### src/rtl/player_ctrl.sv
// player_ctrl -- playback sequencer for the music player datapath.
//
// Turns debounced play/next button pulses, keypad song selection and the
// core's song-done indication into a registered play level, the current song
// index and a one-cycle player-restart pulse.
//
// Optional feature: define PLAYER_CTRL_AUTOPLAY_EN to make song_done enter a
// silent gap of GAP_FRAMES frames and then advance to the next song. Without
// it, song_done rewinds the current song and stops.
//
// Ports:
//   clk           in   system clock
//   reset         in   synchronous active-high reset
//   play_button   in   one-cycle pulse, toggles play/pause
//   next_button   in   one-cycle pulse, advance to next song
//   keypad_valid  in   one-cycle pulse qualifying keypad_value
//   keypad_value  in   requested song number (4 bits)
//   song_done     in   one-cycle pulse at end of current song
//   new_frame     in   one-cycle frame tick, paces the inter-song gap
//   play          out  1 = core advances notes/samples
//   song          out  current song index
//   reset_player  out  one-cycle pulse, core rewinds to start of song
//   in_gap        out  1 while in the inter-song gap
//
// state   | meaning
// PAUSED  | core halted on current song
// PLAYING | core running
// SWITCH  | one cycle: restart pulse to core, then PLAYING or PAUSED
// GAP     | silence between songs in autoplay, counting new_frame ticks

module player_ctrl #(
  parameter int NUM_SONGS  = 4,
  parameter int SONG_W     = 2,
  parameter int GAP_FRAMES = 3
) (
  input  logic              clk,
  input  logic              reset,
  input  logic              play_button,
  input  logic              next_button,
  input  logic              keypad_valid,
  input  logic [3:0]        keypad_value,
  input  logic              song_done,
  input  logic              new_frame,
  output logic              play,
  output logic [SONG_W-1:0] song,
  output logic              reset_player,
  output logic              in_gap
);

  typedef enum logic [1:0] {
    PAUSED  = 2'd0,
    PLAYING = 2'd1,
    SWITCH  = 2'd2,
    GAP     = 2'd3
  } state_t;

  state_t            state, state_n;
  logic [SONG_W-1:0] song_n;
  logic              resume, resume_n;
  logic              kp_ok;
  logic [SONG_W-1:0] song_inc;

  assign kp_ok    = keypad_valid && (32'(keypad_value) < NUM_SONGS);
  assign song_inc = (song == SONG_W'(NUM_SONGS - 1)) ? '0 : song + SONG_W'(1);

`ifdef PLAYER_CTRL_AUTOPLAY_EN
  logic [7:0] gap_cnt, gap_cnt_n;
`else
  // Frame ticks only pace the autoplay gap.
  logic unused_new_frame;
  assign unused_new_frame = new_frame;
`endif

  always_comb begin
    state_n  = state;
    song_n   = song;
    resume_n = resume;
`ifdef PLAYER_CTRL_AUTOPLAY_EN
    gap_cnt_n = gap_cnt;
`endif
    // Higher-priority events shadow lower ones in the same cycle.
    case (state)
      PAUSED: begin
        if (kp_ok) begin
          song_n   = SONG_W'(keypad_value);
          resume_n = 1'b1;
          state_n  = SWITCH;
        end else if (next_button) begin
          song_n   = song_inc;
          resume_n = 1'b0;
          state_n  = SWITCH;
        end else if (play_button) begin
          state_n = PLAYING;
        end
      end
      PLAYING: begin
        if (kp_ok) begin
          song_n   = SONG_W'(keypad_value);
          resume_n = 1'b1;
          state_n  = SWITCH;
        end else if (next_button) begin
          song_n   = song_inc;
          resume_n = 1'b1;
          state_n  = SWITCH;
        end else if (song_done) begin
`ifdef PLAYER_CTRL_AUTOPLAY_EN
          gap_cnt_n = 8'd0;
          state_n   = GAP;
`else
          resume_n = 1'b0;
          state_n  = SWITCH;
`endif
        end else if (play_button) begin
          state_n = PAUSED;
        end
      end
      SWITCH: begin
        state_n = resume ? PLAYING : PAUSED;
      end
      GAP: begin
`ifdef PLAYER_CTRL_AUTOPLAY_EN
        if (kp_ok) begin
          song_n   = SONG_W'(keypad_value);
          resume_n = 1'b1;
          state_n  = SWITCH;
        end else if (next_button) begin
          song_n   = song_inc;
          resume_n = 1'b1;
          state_n  = SWITCH;
        end else if (play_button) begin
          state_n = PAUSED;
        end else if (gap_cnt == 8'(GAP_FRAMES)) begin
          // Compare the registered count so GAP_FRAMES=0 leaves one cycle
          // after entry.
          song_n   = song_inc;
          resume_n = 1'b1;
          state_n  = SWITCH;
        end else if (new_frame) begin
          gap_cnt_n = gap_cnt + 8'd1;
        end
`else
        state_n = PAUSED;
`endif
      end
      default: state_n = PAUSED;
    endcase
  end

  // Outputs are registered from the next state so they line up with it.
  always_ff @(posedge clk) begin
    if (reset) begin
      state        <= PAUSED;
      song         <= '0;
      resume       <= 1'b0;
      play         <= 1'b0;
      reset_player <= 1'b0;
    end else begin
      state        <= state_n;
      song         <= song_n;
      resume       <= resume_n;
      play         <= (state_n == PLAYING);
      reset_player <= (state_n == SWITCH);
    end
  end

`ifdef PLAYER_CTRL_AUTOPLAY_EN
  always_ff @(posedge clk) begin
    if (reset) begin
      gap_cnt <= 8'd0;
      in_gap  <= 1'b0;
    end else begin
      gap_cnt <= gap_cnt_n;
      in_gap  <= (state_n == GAP);
    end
  end
`else
  assign in_gap = 1'b0;
`endif

endmodule

### config.mk
export PLATFORM = sky130hd
export DESIGN_NAME = player_ctrl
export DESIGN_NICKNAME = d
export VERILOG_FILES = /design/src/rtl/player_ctrl.sv
export SDC_FILE = /design/constraint.sdc
export NUM_CORES = 1
export LEC_CHECK = 0
export CAP_MARGIN = 10
export CELL_PAD_IN_SITES_DETAIL_PLACEMENT = 1
export CELL_PAD_IN_SITES_GLOBAL_PLACEMENT = 1
export CORE_UTILIZATION = 27
export CTS_CLUSTER_DIAMETER = 200
export CTS_CLUSTER_SIZE = 30
export DETAILED_ROUTE_END_ITERATION = 7
export GPL_TIMING_DRIVEN = 0
export PLACE_DENSITY = 0.8
export SLEW_MARGIN = 20
export SYNTH_ARGS = -nofsm -noshare
export SYNTH_HDL_FRONTEND = slang
export SYNTH_SLANG_ARGS = --single-unit
### constraint.sdc
create_clock -name clk -period 1.51 [get_ports clk]
set_input_delay 0.3775 -clock clk [delete_from_list [all_inputs] [get_ports clk]]
set_output_delay 0.3775 -clock clk [all_outputs]
set_load 0.02 [all_outputs]
[After elaboration in Yosys (flattened, before gate mapping)]
Index checks and enable logic that the tools add are counted.
Storage, ports and cells
  bits in registers: 7
  input port bits: 11
  output and inout port bits: 5
  word-level logic and storage cells: 40
Cells by class
  add/sub/neg operators: 1
  magnitude comparators: 1
  equal/unequal tests: 8
  multiplexer cells: 18
  reduce and logical (&&, ||, !) cells: 7
Operators with widths (number)
  $mux 2: 10
  $eq 2x2->1 const B: 4
  $pmux 2 s4: 1
  $mux 1: 6
  $eq 2x1->1 const B: 2
  $lt 4x3->1 const B: 1
  $ne 4x4->1 const B: 1
  $reduce_bool 2->1: 2
  $ne 3x3->1 const B: 1
  $reduce_and 3->1: 1
  $add 2x1->2 const B: 1
  $logic_not 2->1: 1
  $pmux 1 s2: 1
  $reduce_and 2->1: 1
  $reduce_or 2->1: 1
  $logic_and 1x1->1: 1

[Logic depth before layout (Yosys ltp)]
  depth after elaboration: 6
  depth in mapped cells: 4
  mapped depth without buffers: 4

[Worst setup path after synthesis]
Ideal clock, no wire load.
  kind: input port to flip-flop
  from: input keypad_value[3]
  to: register song[1]
  library setup time: 0.128 ns
  data arrival time: 1.042 ns
  data required time: 1.382 ns
  slack: 0.340 ns
  stages on the path: 3
  path buffers: 0
  path through: or3b_4 > a211oi_1 > a311oi_1
Between the ends
  word-level cells in the longest chain between the ends: 4
  elaborated cells between the ends (all ways): 5
  classes of those cells: order compare: 1; mux: 1; reduce/logical: 3
RTL lines
  start, declared: RTL line 41  | input logic [3:0] keypad_value,
  $lt 4x3->1 *: RTL line 63  | assign kp_ok = keypad_valid && (32'(keypad_value) < NUM_SONGS);
  $logic_and 1x1->1 *: RTL line 63
  $reduce_bool 2->1 (no source line)
  $reduce_and 2->1 (no source line)
  end signal, assigned: RTL line 159  | song <= song_n;
  end, declared: RTL line 45  | output logic [SONG_W-1:0] song,
Mark *: on every way between the ends. The rest lies on a longest branch, timed or not.
A chain may end at the register's enable or synchronous reset.

[Worst setup path after layout]
  from: input keypad_valid
  to: register state[1]
Between the ends
  word-level cells in the longest chain between the ends: 3
  elaborated cells between the ends (all ways): 4
  classes of those cells: mux: 3; reduce/logical: 1
RTL lines
  start, declared: RTL line 40  | input logic keypad_valid,
  $logic_and 1x1->1 *: RTL line 63
  $mux 2 (on tied branches): RTL line 97, 84
  $pmux 2 s4 *: RTL line 82  | case (state)
  end signal, assigned: RTL line 158  | state <= state_n;
  end, declared: RTL line 57  | state_t state, state_n;
Marked as above.

==> flow_summary.toml <==
[placement]
io_buffers = 13
pre_cts_ws_ps = -195
globalplace.congestion = 0.705
placed_cells = 65

[die]
die_y_microns = 38.1
core_sq_um = 1160
rows = 12
initial_core_util_pct = 30.4
die_w_microns = 38.1
io_pins = 16
dieArea_sq_um = 1450

[timing]
fin_crit_ps = 1400
layout_setup_ws_ps = 109
hold_viol_final = 0
hold_ws_ps = 483
fmaxAchievable_mhz = 714
drv_slew = 0
clock_skew_ps = 2.87
fin_crit_sh_pct = 92.8
setup_viol = 0
rsz0062_at_grt = "false"
setup_tns_ps = 0

[route]
viasPerCell = 5.35
maxUsedRoutingLayer = "met4"
num_vias = 369
m1WireLength_microns = 384
routedWlPerCell_microns = 12.4
drtAntennaViolNets = 0
drt_iter0_markers = 0
drtPass1Iterations = 1
met3WireLength_microns = 45
wl_met2_microns = 417
drc = 0
routed_wl_microns = 856

[logic_synthesis]
syn_area_sq_um = 352
synth.ff_latch_count = 7
yosysWarnings = 0
synth_fp_nets = 50
yosysSeqAreaShare_pct = 39.9
synth_area_per_cell_sq_um = 9.25
synthCells = 38
ys_types = 22

[global_routing]
antenna_found_initial = 0
grt_pass1_vias = 335
grt_max_degree = 11
grt_pass1_wl_microns = 1440
track_usage_pct = 14.2
grt_overflow = 0

[finish]
multi_input_comb_area_sq_um = 200
regArea_sq_um = 140
fillCellCount = 137
syn2layout_area_growth_pct = 50.2
post-route-util_pct = 45.7
num_antenna_cells = 0
nets = 68
drive_gt1_share_pct = 12.7
fin_cells = 69

[pwr]
vdd_drop_max_mv = 0.406
p_int_mw = 0.353
clock_power_share_pct = 35.2
seqPwrFrac_pct = 43.8
p_per_area_nw_per_um2 = 911
power_leakage_nw = 0.212
share_comb_of_total_power_pct = 21.0
swShare_pct = 26.6
switchingPower_mw = 0.128

[clock_tree]
cts-root-buf = "clkbuf_4"
cts_setup_buffers = 0
cts_tree = "built"
cts_made_buffers = 3
clockBufferDepth = 2
cts_sinks = 7
worstSkewPairLatency_ps = 240
htree_levels = 1
clk_pin_slew_ps = 60

[critical_path]
critical_path_class = "in -> reg"
reg2reg_depth = 4
crit_slowest_cell = "clkdlybuf4s50_1"
start_kind = "input pin"
worstPathCellList = "clkdlybuf4s50_1 > or3b_4 > a311oi_1"
critPathCaptureType = "flip-flop"
max_stage_delay_ps = 460
arrival_ps = 1550
cp.required_ps = 1650
path_max_fanout = 5

[status]
status = "finished clean"

[min_path]
whs_path_depth = 2
hold_class = "in -> reg"

[job]
cap_violations = 0
-- through the flow --
| stage | power [mW] | area, sq um |
|---|---|---|
| CTS | 0.488 | 520 |
| global route | 0.514 | 528 |
| finish | 0.481 | 528 |
| detailed placement | 0.321 | 499 |
| global placement | 0.318 | 499 |
| floorplan | 0.265 | 352 |
-- placed cells by master, fill, tap and decap left out --
cell	instances
clkdlybuf4s50_1	8
dfxtp_1	7
nand2_1	4
dlygate4sd2_1	4
nor2b_1	3
a311oi_1	3
clkbuf_4	3
a31oi_1	2
o21ai_0	2
o32ai_1	2
buf_2	1
nor3b_1	1
nand2b_1	1
inv_1	1
a32oi_1	1
nor4b_1	1
or3b_4	1
nand3b_1	1
nor2_1	1
mux2i_1	1
or4_1	1
a211oi_2	1
ha_1	1
buf_4	1
conb_1	1
clkbuf_1	1
dlymetal6s2s_1	1
-- state kept, by name, summed over array words and instances (netlist names) --
register,count
state,2
reset_player,1
song,2
resume,1
play,1
-- Yosys cell counts (all sizes together) --
cell	number	area (sq um)
a211oi	1	7.51
a311oi	3	26.3
a31oi	2	12.5
a32oi	1	8.76
buf	2	12.5
conb	1	3.75
dfxtp	7	140
ha	1	12.5
inv	1	3.75
mux2i	1	10.0
nand2	4	15.0
nand2b	1	6.26
nand3b	1	7.51
nor2	1	3.75
nor2b	3	18.8
nor3b	1	7.51
nor4b	1	8.76
o21ai	2	10.0
o32ai	2	17.5
or3b	1	11.3
or4	1	7.51
-- final timing paths --
path | from | to | slack (ps)
max | keypad_valid | state[1] | 110
min | reset | song[1] | 480
max reg2reg | song[0] | song[0] | 360
min reg2reg | song[0] | song[0] | 530
-- timing repair --
action | in CTS | in global routing
gates cloned | 0 | 0
hold buffers | 0 | 0
gates resized for setup | 4 | 2
endpoints found under the hold margin | 0 | 0
endpoints found under the setup margin | 4 | 3
-- area by class of cell --
class,instances,share of cell area (%)
multi-input combinational,28,37.9
clock buffer,4,4.98
inverter,1,0.711
tap,14,3.32
sequential,7,26.5
buffer,2,2.37
timing repair buffer,13,24.2
-- worst max-delay path, delay by kind of cell --
| kind | cells | cell delay (ps) |
|---|---|---|
| AND/OR/NAND/NOR | 1 | 420 |
| AO/OA/AOI/OAI | 1 | 290 |
| buffers and inverters | 1 | 460 |
-- metal layers --
layer | global-route usage, % | vias up
met4 | 5.36 | 0
met5 | 0 | -
met1 | 17.3 | 176
met2 | 23.3 | 11
met3 | 4.07 | 2
li1 | - | 180
-- power by group through the flow --
stage	clock network (mW)	registers [mW]	logic, mW
floorplan	0	0.223	0.0426
global placement	0	0.214	0.104
detailed placement	0	0.215	0.107
CTS	0.177	0.210	0.101
global route	0.189	0.213	0.112
finish	0.170	0.211	0.101
-- cells by family (layout without fill, tap and decap cells) --
kind of cell               after synthesis  after routing  share of synthesized area, %
AOI/OAI and AO/OA                       11             11                          23.5
muxes                                    1              1                          2.85
and+or+nand+nor                         14             14                          24.6
adders and majority gates                1              1                          3.56
DFF                                      7              7                          39.9
buffers and inverters                    3             20                          4.62
other                                    1              1                          1.07
Note: power is estimated with default switching activity, not from simulation.
